### config.mk
export PLATFORM = sky130hd
export DESIGN_NAME = instr_fetch_queue_flat
export DESIGN_NICKNAME = d
export VERILOG_FILES = /design/src/rtl/instr_fetch_queue_if.sv /design/src/rtl/instr_fetch_queue.sv /design/src/flat_wrapper.sv
export SDC_FILE = /design/constraint.sdc
export NUM_CORES = 2
export LEC_CHECK = 0
export CAP_MARGIN = 30
export CORE_MARGIN = 10
export CORE_UTILIZATION = 40
export DETAILED_ROUTE_END_ITERATION = 6
export GPL_TIMING_DRIVEN = 0
export REMOVE_ABC_BUFFERS = 1
export SLEW_MARGIN = 25
export SYNTH_ARGS = -nofsm -noshare
export SYNTH_HDL_FRONTEND = slang
export SYNTH_SLANG_ARGS = --single-unit
### constraint.sdc
create_clock -name clk -period 5 [get_ports clk]
set_clock_uncertainty 0.15 [all_clocks]
set_input_delay 0.5 -clock clk [delete_from_list [all_inputs] [get_ports clk]]
set_output_delay 0.5 -clock clk [all_outputs]
set_load 0.005 [all_outputs]
### src/rtl/instr_fetch_queue_if.sv
// -----------------------------------------------------------------------------
// instr_fetch_queue_if
//   Handshake and bus bundle for the dual-issue instruction fetch queue.
//
//   Program load : prog_we, prog_addr, prog_wdata
//   Redirect     : redirect_valid, redirect_pc
//   Consume      : take (0..2 instructions per cycle, 3 is treated as 2)
//   Decode slots : slot0_* (oldest) and slot1_* (second oldest)
//
//   master : the environment side (drives load/redirect/take, observes slots)
//   slave  : the fetch unit side
// -----------------------------------------------------------------------------
interface instr_fetch_queue_if #(
    parameter int ADDR_W = 8
);
    logic              prog_we;
    logic [ADDR_W-1:0] prog_addr;
    logic [31:0]       prog_wdata;
    logic              redirect_valid;
    logic [ADDR_W-1:0] redirect_pc;
    logic [1:0]        take;
    logic              slot0_valid;
    logic [31:0]       slot0_instr;
    logic [ADDR_W-1:0] slot0_pc;
    logic              slot1_valid;
    logic [31:0]       slot1_instr;
    logic [ADDR_W-1:0] slot1_pc;

    modport master (
        output prog_we, prog_addr, prog_wdata,
        output redirect_valid, redirect_pc, take,
        input  slot0_valid, slot0_instr, slot0_pc,
        input  slot1_valid, slot1_instr, slot1_pc
    );

    modport slave (
        input  prog_we, prog_addr, prog_wdata,
        input  redirect_valid, redirect_pc, take,
        output slot0_valid, slot0_instr, slot0_pc,
        output slot1_valid, slot1_instr, slot1_pc
    );
endinterface

### src/rtl/instr_fetch_queue.sv
// -----------------------------------------------------------------------------
// instr_fetch_queue
//   Dual-issue instruction fetch unit: a little-endian instruction memory and a
//   circular queue of fetched instructions. Each cycle up to two consecutive
//   words are fetched from fetch_pc; the two oldest queued instructions are
//   presented to decode together with their PCs.
//
// Ports:
//   clk               clock, rising edge
//   reset             asynchronous, active-high reset
//   bus (slave)       program load, redirect, take and the two decode slots
//   perf_empty_cycles (only with FETCH_PERF_EN) saturating count of edges
//                     where the queue was empty and no redirect was taken
//
// Optional feature macro: FETCH_PERF_EN
// -----------------------------------------------------------------------------
module instr_fetch_queue #(
    parameter int                ADDR_W      = 8,
    parameter int                MEM_BYTES   = 128,
    parameter int                QUEUE_DEPTH = 4,
    parameter logic [ADDR_W-1:0] RESET_PC    = '0
) (
    input  logic                clk,
    input  logic                reset,
`ifdef FETCH_PERF_EN
    output logic [15:0]         perf_empty_cycles,
`endif
    instr_fetch_queue_if.slave  bus
);
    localparam int MEM_WORDS = MEM_BYTES / 4;
    localparam int WIDX_W    = (MEM_WORDS > 1) ? $clog2(MEM_WORDS) : 1;
    localparam int PTR_W     = $clog2(QUEUE_DEPTH);
    localparam int CNT_W     = PTR_W + 1;
    localparam int EXT_W     = ADDR_W + 4;

    // All accesses are word aligned, so the byte array is held one word per
    // entry with byte a+0 in bits [7:0] (little endian).
    logic [31:0]       mem     [MEM_WORDS];
    logic [31:0]       q_instr [QUEUE_DEPTH];
    logic [ADDR_W-1:0] q_pc    [QUEUE_DEPTH];

    logic [ADDR_W-1:0] fetch_pc;
    logic [PTR_W-1:0]  rd_ptr;
    logic [PTR_W-1:0]  wr_ptr;
    logic [CNT_W-1:0]  count;

    logic [ADDR_W-1:0] pc1;
    logic [31:0]       word0;
    logic [31:0]       word1;
    logic              fit0;
    logic              fit1;
    logic              room;
    logic [1:0]        n_push;
    logic [1:0]        take_eff;
    logic [1:0]        n_pop;

    // Extended-width compares so fetch_pc+7 cannot wrap past the end of memory.
    assign pc1   = fetch_pc + ADDR_W'(4);
    assign fit0  = (EXT_W'(fetch_pc) + EXT_W'(3)) < EXT_W'(MEM_BYTES);
    assign fit1  = (EXT_W'(fetch_pc) + EXT_W'(7)) < EXT_W'(MEM_BYTES);
    assign word0 = fit0 ? mem[WIDX_W'(fetch_pc >> 2)] : '0;
    assign word1 = fit1 ? mem[WIDX_W'(pc1 >> 2)]      : '0;
    // Pushes are pair-granular: only fetch when two entries are free.
    assign room  = count <= CNT_W'(QUEUE_DEPTH - 2);

    // NOTE: every signal driven here gets a default first so no latch is inferred.
    always_comb begin
        n_push = 2'd0;
        if (!bus.redirect_valid && room) begin
            if (fit1)      n_push = 2'd2;
            else if (fit0) n_push = 2'd1;
        end
        take_eff = (bus.take == 2'd3) ? 2'd2 : bus.take;
        if (CNT_W'(take_eff) > count) n_pop = count[1:0];
        else                          n_pop = take_eff;
    end

    // NOTE: state registers use non-blocking assignments so every block samples
    // the pre-edge values, whatever the evaluation order.
    always_ff @(posedge clk or posedge reset) begin
        if (reset) begin
            fetch_pc <= RESET_PC;
            rd_ptr   <= '0;
            wr_ptr   <= '0;
            count    <= '0;
        end else if (bus.redirect_valid) begin
            fetch_pc <= bus.redirect_pc & ~ADDR_W'(3);
            rd_ptr   <= '0;
            wr_ptr   <= '0;
            count    <= '0;
        end else begin
            fetch_pc <= fetch_pc + ADDR_W'({n_push, 2'b00});
            wr_ptr   <= wr_ptr + PTR_W'(n_push);
            rd_ptr   <= rd_ptr + PTR_W'(n_pop);
            count    <= count + CNT_W'(n_push) - CNT_W'(n_pop);
        end
    end

    // NOTE: queue and instruction storage carry no reset; validity comes solely
    // from count, so reset only clears the pointers.
    always_ff @(posedge clk) begin
        if (n_push != 2'd0) begin
            q_instr[wr_ptr] <= word0;
            q_pc[wr_ptr]    <= fetch_pc;
        end
        if (n_push == 2'd2) begin
            q_instr[wr_ptr + PTR_W'(1)] <= word1;
            q_pc[wr_ptr + PTR_W'(1)]    <= pc1;
        end
    end

    // Fetch reads above see the old word on a same-edge write.
    always_ff @(posedge clk) begin
        if (bus.prog_we && (EXT_W'(bus.prog_addr) < EXT_W'(MEM_BYTES)))
            mem[WIDX_W'(bus.prog_addr >> 2)] <= bus.prog_wdata;
    end

    logic [PTR_W-1:0] rd_ptr1;
    assign rd_ptr1 = rd_ptr + PTR_W'(1);

    always_comb begin
        bus.slot0_valid = 1'b0;
        bus.slot0_instr = '0;
        bus.slot0_pc    = '0;
        bus.slot1_valid = 1'b0;
        bus.slot1_instr = '0;
        bus.slot1_pc    = '0;
        if (count != '0) begin
            bus.slot0_valid = 1'b1;
            bus.slot0_instr = q_instr[rd_ptr];
            bus.slot0_pc    = q_pc[rd_ptr];
        end
        if (count >= CNT_W'(2)) begin
            bus.slot1_valid = 1'b1;
            bus.slot1_instr = q_instr[rd_ptr1];
            bus.slot1_pc    = q_pc[rd_ptr1];
        end
    end

`ifdef FETCH_PERF_EN
    always_ff @(posedge clk or posedge reset) begin
        if (reset)
            perf_empty_cycles <= '0;
        else if (count == '0 && !bus.redirect_valid && perf_empty_cycles != 16'hFFFF)
            perf_empty_cycles <= perf_empty_cycles + 16'd1;
    end
`endif

endmodule

### src/flat_wrapper.sv
// flat-port wrapper written by rule: the top's interface ports become plain ports
module instr_fetch_queue_flat 
#(
    parameter int                ADDR_W      = 8,
    parameter int                MEM_BYTES   = 128,
    parameter int                QUEUE_DEPTH = 4,
    parameter logic [ADDR_W-1:0] RESET_PC    = '0
)
  (clk, reset, bus_prog_we, bus_prog_addr, bus_prog_wdata, bus_redirect_valid, bus_redirect_pc, bus_take, bus_slot0_valid, bus_slot0_instr, bus_slot0_pc, bus_slot1_valid, bus_slot1_instr, bus_slot1_pc);
  instr_fetch_queue_if #(.ADDR_W(ADDR_W)) bus_i ();
  input  logic clk;
  input  logic reset;
  input wire logic [$bits(bus_i.prog_we)-1:0] bus_prog_we;
  input wire logic [$bits(bus_i.prog_addr)-1:0] bus_prog_addr;
  input wire logic [$bits(bus_i.prog_wdata)-1:0] bus_prog_wdata;
  input wire logic [$bits(bus_i.redirect_valid)-1:0] bus_redirect_valid;
  input wire logic [$bits(bus_i.redirect_pc)-1:0] bus_redirect_pc;
  input wire logic [$bits(bus_i.take)-1:0] bus_take;
  output wire logic [$bits(bus_i.slot0_valid)-1:0] bus_slot0_valid;
  output wire logic [$bits(bus_i.slot0_instr)-1:0] bus_slot0_instr;
  output wire logic [$bits(bus_i.slot0_pc)-1:0] bus_slot0_pc;
  output wire logic [$bits(bus_i.slot1_valid)-1:0] bus_slot1_valid;
  output wire logic [$bits(bus_i.slot1_instr)-1:0] bus_slot1_instr;
  output wire logic [$bits(bus_i.slot1_pc)-1:0] bus_slot1_pc;
  assign bus_i.prog_we = bus_prog_we;
  assign bus_i.prog_addr = bus_prog_addr;
  assign bus_i.prog_wdata = bus_prog_wdata;
  assign bus_i.redirect_valid = bus_redirect_valid;
  assign bus_i.redirect_pc = bus_redirect_pc;
  assign bus_i.take = bus_take;
  assign bus_slot0_valid = bus_i.slot0_valid;
  assign bus_slot0_instr = bus_i.slot0_instr;
  assign bus_slot0_pc = bus_i.slot0_pc;
  assign bus_slot1_valid = bus_i.slot1_valid;
  assign bus_slot1_instr = bus_i.slot1_instr;
  assign bus_slot1_pc = bus_i.slot1_pc;
  instr_fetch_queue #(.ADDR_W(ADDR_W), .MEM_BYTES(MEM_BYTES), .QUEUE_DEPTH(QUEUE_DEPTH), .RESET_PC(RESET_PC)) u_core (.clk(clk), .reset(reset), .bus(bus_i));
endmodule
==> impl_metrics.env <==
export IMPL_status="finished, final reports clean"
export IMPL_count_of_placed_standard_cells_including_taps=4894
export IMPL_clkLatencyLatePin_ns=0.75
export IMPL_std_cell_rows=138
export IMPL_viasPerCell=6.381
export IMPL_gr_max_usage_layer="met2"
export IMPL_critical_path_top_cell_by_count="sky130_fd_sc_hd__buf_16"
export IMPL_place_port_buffers=127
export IMPL_drt_wirelength_per_cell_um=33.66
export IMPL_fill_cells=11400
export IMPL_routed_wl_um=173000
export IMPL_timing_critical_path_required_ns=5.31
export IMPL_cts_buffer_depth=3
export IMPL_worstMarginPinSlew_ns=0.9219
export IMPL_rsz0062_at_grt="no"
export IMPL_synth_sequential_area_ratio_pct=62.83
export IMPL_layout_cells_most_common_list="sky130_fd_sc_hd__edfxtp_1, sky130_fd_sc_hd__mux4_2, sky130_fd_sc_hd__mux2i_1"
export IMPL_layout_worst_path_cycle_share_pct=93.89
export IMPL_netlist_area_um2=56720
export IMPL_use_met1_pct=29.71
export IMPL_worstPathBufferInverterCount=8
export IMPL_die_w_um=396.6
export IMPL_cts_root_buffer_cell="sky130_fd_sc_hd__clkbuf_16"
export IMPL_pin_count=136
export IMPL_layout_cells_non_filler=5141
export IMPL_grt_start_max_net_pins=46
export IMPL_clk_pin_slew_ns=0.06
export IMPL_timing_critical_path_to_type="register"
export IMPL_totalPowerFinal_w=0.02888
export IMPL_ys_types=45
export IMPL_vias_after_detailed_routing=32810
export IMPL_synth_async_reset_ratio_pct=1.093
export IMPL_post_route_drc_count=0
export IMPL_leakage_nw=22.35
export IMPL_max_cap_violations=0
export IMPL_final_setup_worst_slack_ns=0.3055
export IMPL_yosysWarnings=0
export IMPL_post_dp_hpwl_um=120200
export IMPL_worst_setup_path_start_kind="register"
export IMPL_slew_headroom_pct=38.35
export IMPL_tritoncts="done"
export IMPL_grtUsageMet2_pct=33.08
export IMPL_netSwitchingPower_w=0.008098
export IMPL_critical_path_slowest_cell="sky130_fd_sc_hd__dfrtp_4"
export IMPL_final_common_cell="sky130_fd_sc_hd__edfxtp_1"
export IMPL_grtUsageMet3_pct=6.312
export IMPL_cts_htree_levels=4
export IMPL_most_used_flip_flop_cell_after_synthesis="sky130_fd_sc_hd__edfxtp_1"
export IMPL_critical_path_peak_fanout=43
export IMPL_area_growth_pct=19.96
export IMPL_core_area_um2=141200
export IMPL_share_comb_of_total_power_pct=27.1
export IMPL_hold_path_class="input port to register"
export IMPL_design_final_nets=3219
export IMPL_switching_part_of_the_total_pct=28.03
export IMPL_p_clk_share_pct=32.6
export IMPL_timing_critical_path_cells="buf_16, buf_12, buf_16, inv_8, buf_16, ha_4, buf_16, buf_16, buf_12, mux4_2, mux2i_1, o22ai_1, nor2_1, mux2i_1"
export IMPL_crit_type="register to register"
export IMPL_cts_buffers=130
export IMPL_grtUsageTotal_pct=21.63
export IMPL_finalWeightedCongestion=0.7496
export IMPL_first_pass_grt_wire_length_um=246100
export IMPL_global_route_overflow_total=0
export IMPL_post_cts_gate_resize_count=0
export IMPL_first_global_vias=34230
export IMPL_cts_sinks=1189
export IMPL_antenna_found_initial=9
export IMPL_seq_power_share_pct=40.3
export IMPL_syn_mean_instance_area_um2=19.38
export IMPL_synth_enable_flop_cells=1176
export IMPL_number_of_search_and_repair_iterations_in_the_first_detailed_routing_pass=6
export IMPL_critical_path_top_delay_family="buffers and inverters"
export IMPL_drive_gt1_share_pct=33.35
export IMPL_synthesized_netlist_cell_count=2927
export IMPL_initial_core_util_pct=40.16
export IMPL_timing_fmax_ghz=0.2130
export IMPL_power_internal_w=0.02079
export IMPL_ys_seq_elements=1189
export IMPL_final_setup_viol_count=0
export IMPL_final_hold_violation_count=0
export IMPL_finalMaxSlewViolations=0
export IMPL_place_worst_setup_slack_ns=-0.4143
export IMPL_overall_die_height_um=396.6
export IMPL_timing_final_crit_period_ns=4.695
export IMPL_final_hold_slack_ns=0.1079
export IMPL_dieArea_um2=157300
export IMPL_critPathArrivalTime_ns=5.01
export IMPL_postRouteAntennaNets=0
export IMPL_cp_slowest_stage_delay_ns=0.43
export IMPL_power_density_nw_per_um2=424.5
export IMPL_ir_drop_v=0.0003636
export IMPL_first_iter_violations=4367
[flip-flops by register name, indices dropped and copies added (netlist names)]
name,cells
u_core.wr_ptr,2
u_core.rd_ptr,2
u_core.count,3
u_core.fetch_pc,6
u_core.q_pc,24
u_core.mem,1024
u_core.q_instr,128
[final timing paths]
kind,cells past startpoint,slack [ns],to,from
max,14,0.31,u_core.q_instr[2][7],u_core.fetch_pc[2]
min,1,0.11,u_core.mem[24][12],bus_prog_wdata[12]
max reg2reg,14,0.31,u_core.q_instr[2][7],u_core.fetch_pc[2]
min reg2reg,2,0.49,u_core.count[2],u_core.count[2]
max in group asynchronous,3,3.75,u_core.fetch_pc[2],reset
min in group asynchronous,3,0.52,u_core.fetch_pc[3],reset
[worst register-to-register path, cell delays in order, from the launching register on]
cell and delay (ns):
sky130_fd_sc_hd__dfrtp_4 0.43, sky130_fd_sc_hd__buf_16 0.24, sky130_fd_sc_hd__buf_12 0.31, sky130_fd_sc_hd__buf_16 0.32
sky130_fd_sc_hd__inv_8 0.22, sky130_fd_sc_hd__buf_16 0.31, sky130_fd_sc_hd__ha_4 0.41, sky130_fd_sc_hd__buf_16 0.24
sky130_fd_sc_hd__buf_16 0.31, sky130_fd_sc_hd__buf_12 0.31, sky130_fd_sc_hd__mux4_2 0.38, sky130_fd_sc_hd__mux2i_1 0.26
sky130_fd_sc_hd__o22ai_1 0.20, sky130_fd_sc_hd__nor2_1 0.24, sky130_fd_sc_hd__mux2i_1 0.11
[routing by layer]
| metal | vias up | part of all wire [%] |
|---|---|---|
| li1 | 12920 | - |
| met2 | 1883 | 46 |
| met3 | 363 | 11 |
| met4 | 12 | 3.1 |
| met1 | 17630 | 40 |
| met5 | - | 0.048 |
[through the flow]
stage | setup TNS (ns) | cell area, um^2 | utilization (%)
floorplan | -5245.13 | 55590 | -
finish | 0 | 68050 | 48.18
detailed placement | -10.42 | 63830 | 45.19
global placement | - | 59220 | 41.93
global route | 0 | 68040 | 48.17
CTS | 0 | 68000 | 48.15
[cells in the mapped netlist, types with 2 or more instances]
master	instances	area [um^2]
sky130_fd_sc_hd__o21ai_0	74	370.4
sky130_fd_sc_hd__inv_1	12	45.04
sky130_fd_sc_hd__fa_1	3	60.06
sky130_fd_sc_hd__or2_2	2	12.51
sky130_fd_sc_hd__nand3_1	38	190.2
sky130_fd_sc_hd__buf_2	112	560.5
sky130_fd_sc_hd__mux2_2	33	371.6
sky130_fd_sc_hd__o21bai_1	2	15.01
sky130_fd_sc_hd__nand2b_1	3	18.77
sky130_fd_sc_hd__nand3b_1	6	45.04
sky130_fd_sc_hd__or3_1	4	25.02
sky130_fd_sc_hd__nand4_1	2	12.51
sky130_fd_sc_hd__buf_4	28	210.2
sky130_fd_sc_hd__xor2_1	14	122.6
sky130_fd_sc_hd__nor2b_1	45	281.5
sky130_fd_sc_hd__o22ai_1	64	400.4
sky130_fd_sc_hd__and2_1	42	262.8
sky130_fd_sc_hd__a221oi_1	32	280.3
sky130_fd_sc_hd__a21oi_1	7	35.03
sky130_fd_sc_hd__mux4_2	588	13240
sky130_fd_sc_hd__ha_1	10	125.1
sky130_fd_sc_hd__a21o_1	2	15.01
sky130_fd_sc_hd__dfrtp_1	13	325.3
sky130_fd_sc_hd__or3b_2	2	17.52
sky130_fd_sc_hd__nor2_1	87	326.6
sky130_fd_sc_hd__a22oi_1	32	240.2
sky130_fd_sc_hd__edfxtp_1	1176	35310
sky130_fd_sc_hd__clkbuf_1	81	304.0
sky130_fd_sc_hd__buf_1	16	60.06
sky130_fd_sc_hd__nand2_1	79	296.5
sky130_fd_sc_hd__xnor2_1	15	131.4
sky130_fd_sc_hd__mux2i_1	290	2903
[layout make-up]
class / count / area, um^2 / area share (%)
clock buffer: 157 / 3418 / 5.023
clock inverter: 70 / 701.9 / 1.032
tap: 1890 / 2365 / 3.475
antenna: 4 / 10.01 / 0.01471
timing repair buffer: 328 / 5528 / 8.124
inverter: 13 / 56.30 / 0.08274
multi-input combinational: 1490 / 20300 / 29.83
sequential: 1189 / 35670 / 52.42
[power by group through the flow]
stage / sequential [W] / combinational, W / clock (W)
6_report: 0.0116 / 0.00783 / 0.00942
5_1_grt: 0.0117 / 0.00834 / 0.00998
4_1_cts: 0.0117 / 0.00790 / 0.00955
3_5_place_dp: 0.0119 / 0.00785 / 0
3_3_place_gp: 0.0126 / 0.00887 / 0
2_1_floorplan: 0.0122 / 0.00562 / 0
[timing repair]
item	4_1_cts	5_1_grt
cloned	0	0
setup endpoints to repair	59	19
setup buffers	4	1
hold buffers	1	0
endpoints found under the hold margin	13	0
pin swaps	1	0
[cell families after synthesis]
kind of cell	count (synthesis)	synth area share, %
compound gates	217	2.444
xor+xnor	29	0.4478
fa+ha+maj	13	0.3265
buf+inv	251	2.107
flops	1189	62.83
mux	911	29.12
other cells	1	0.006611
simple gates	316	2.720
No activity file was read; power rests on OpenSTA's default activity.
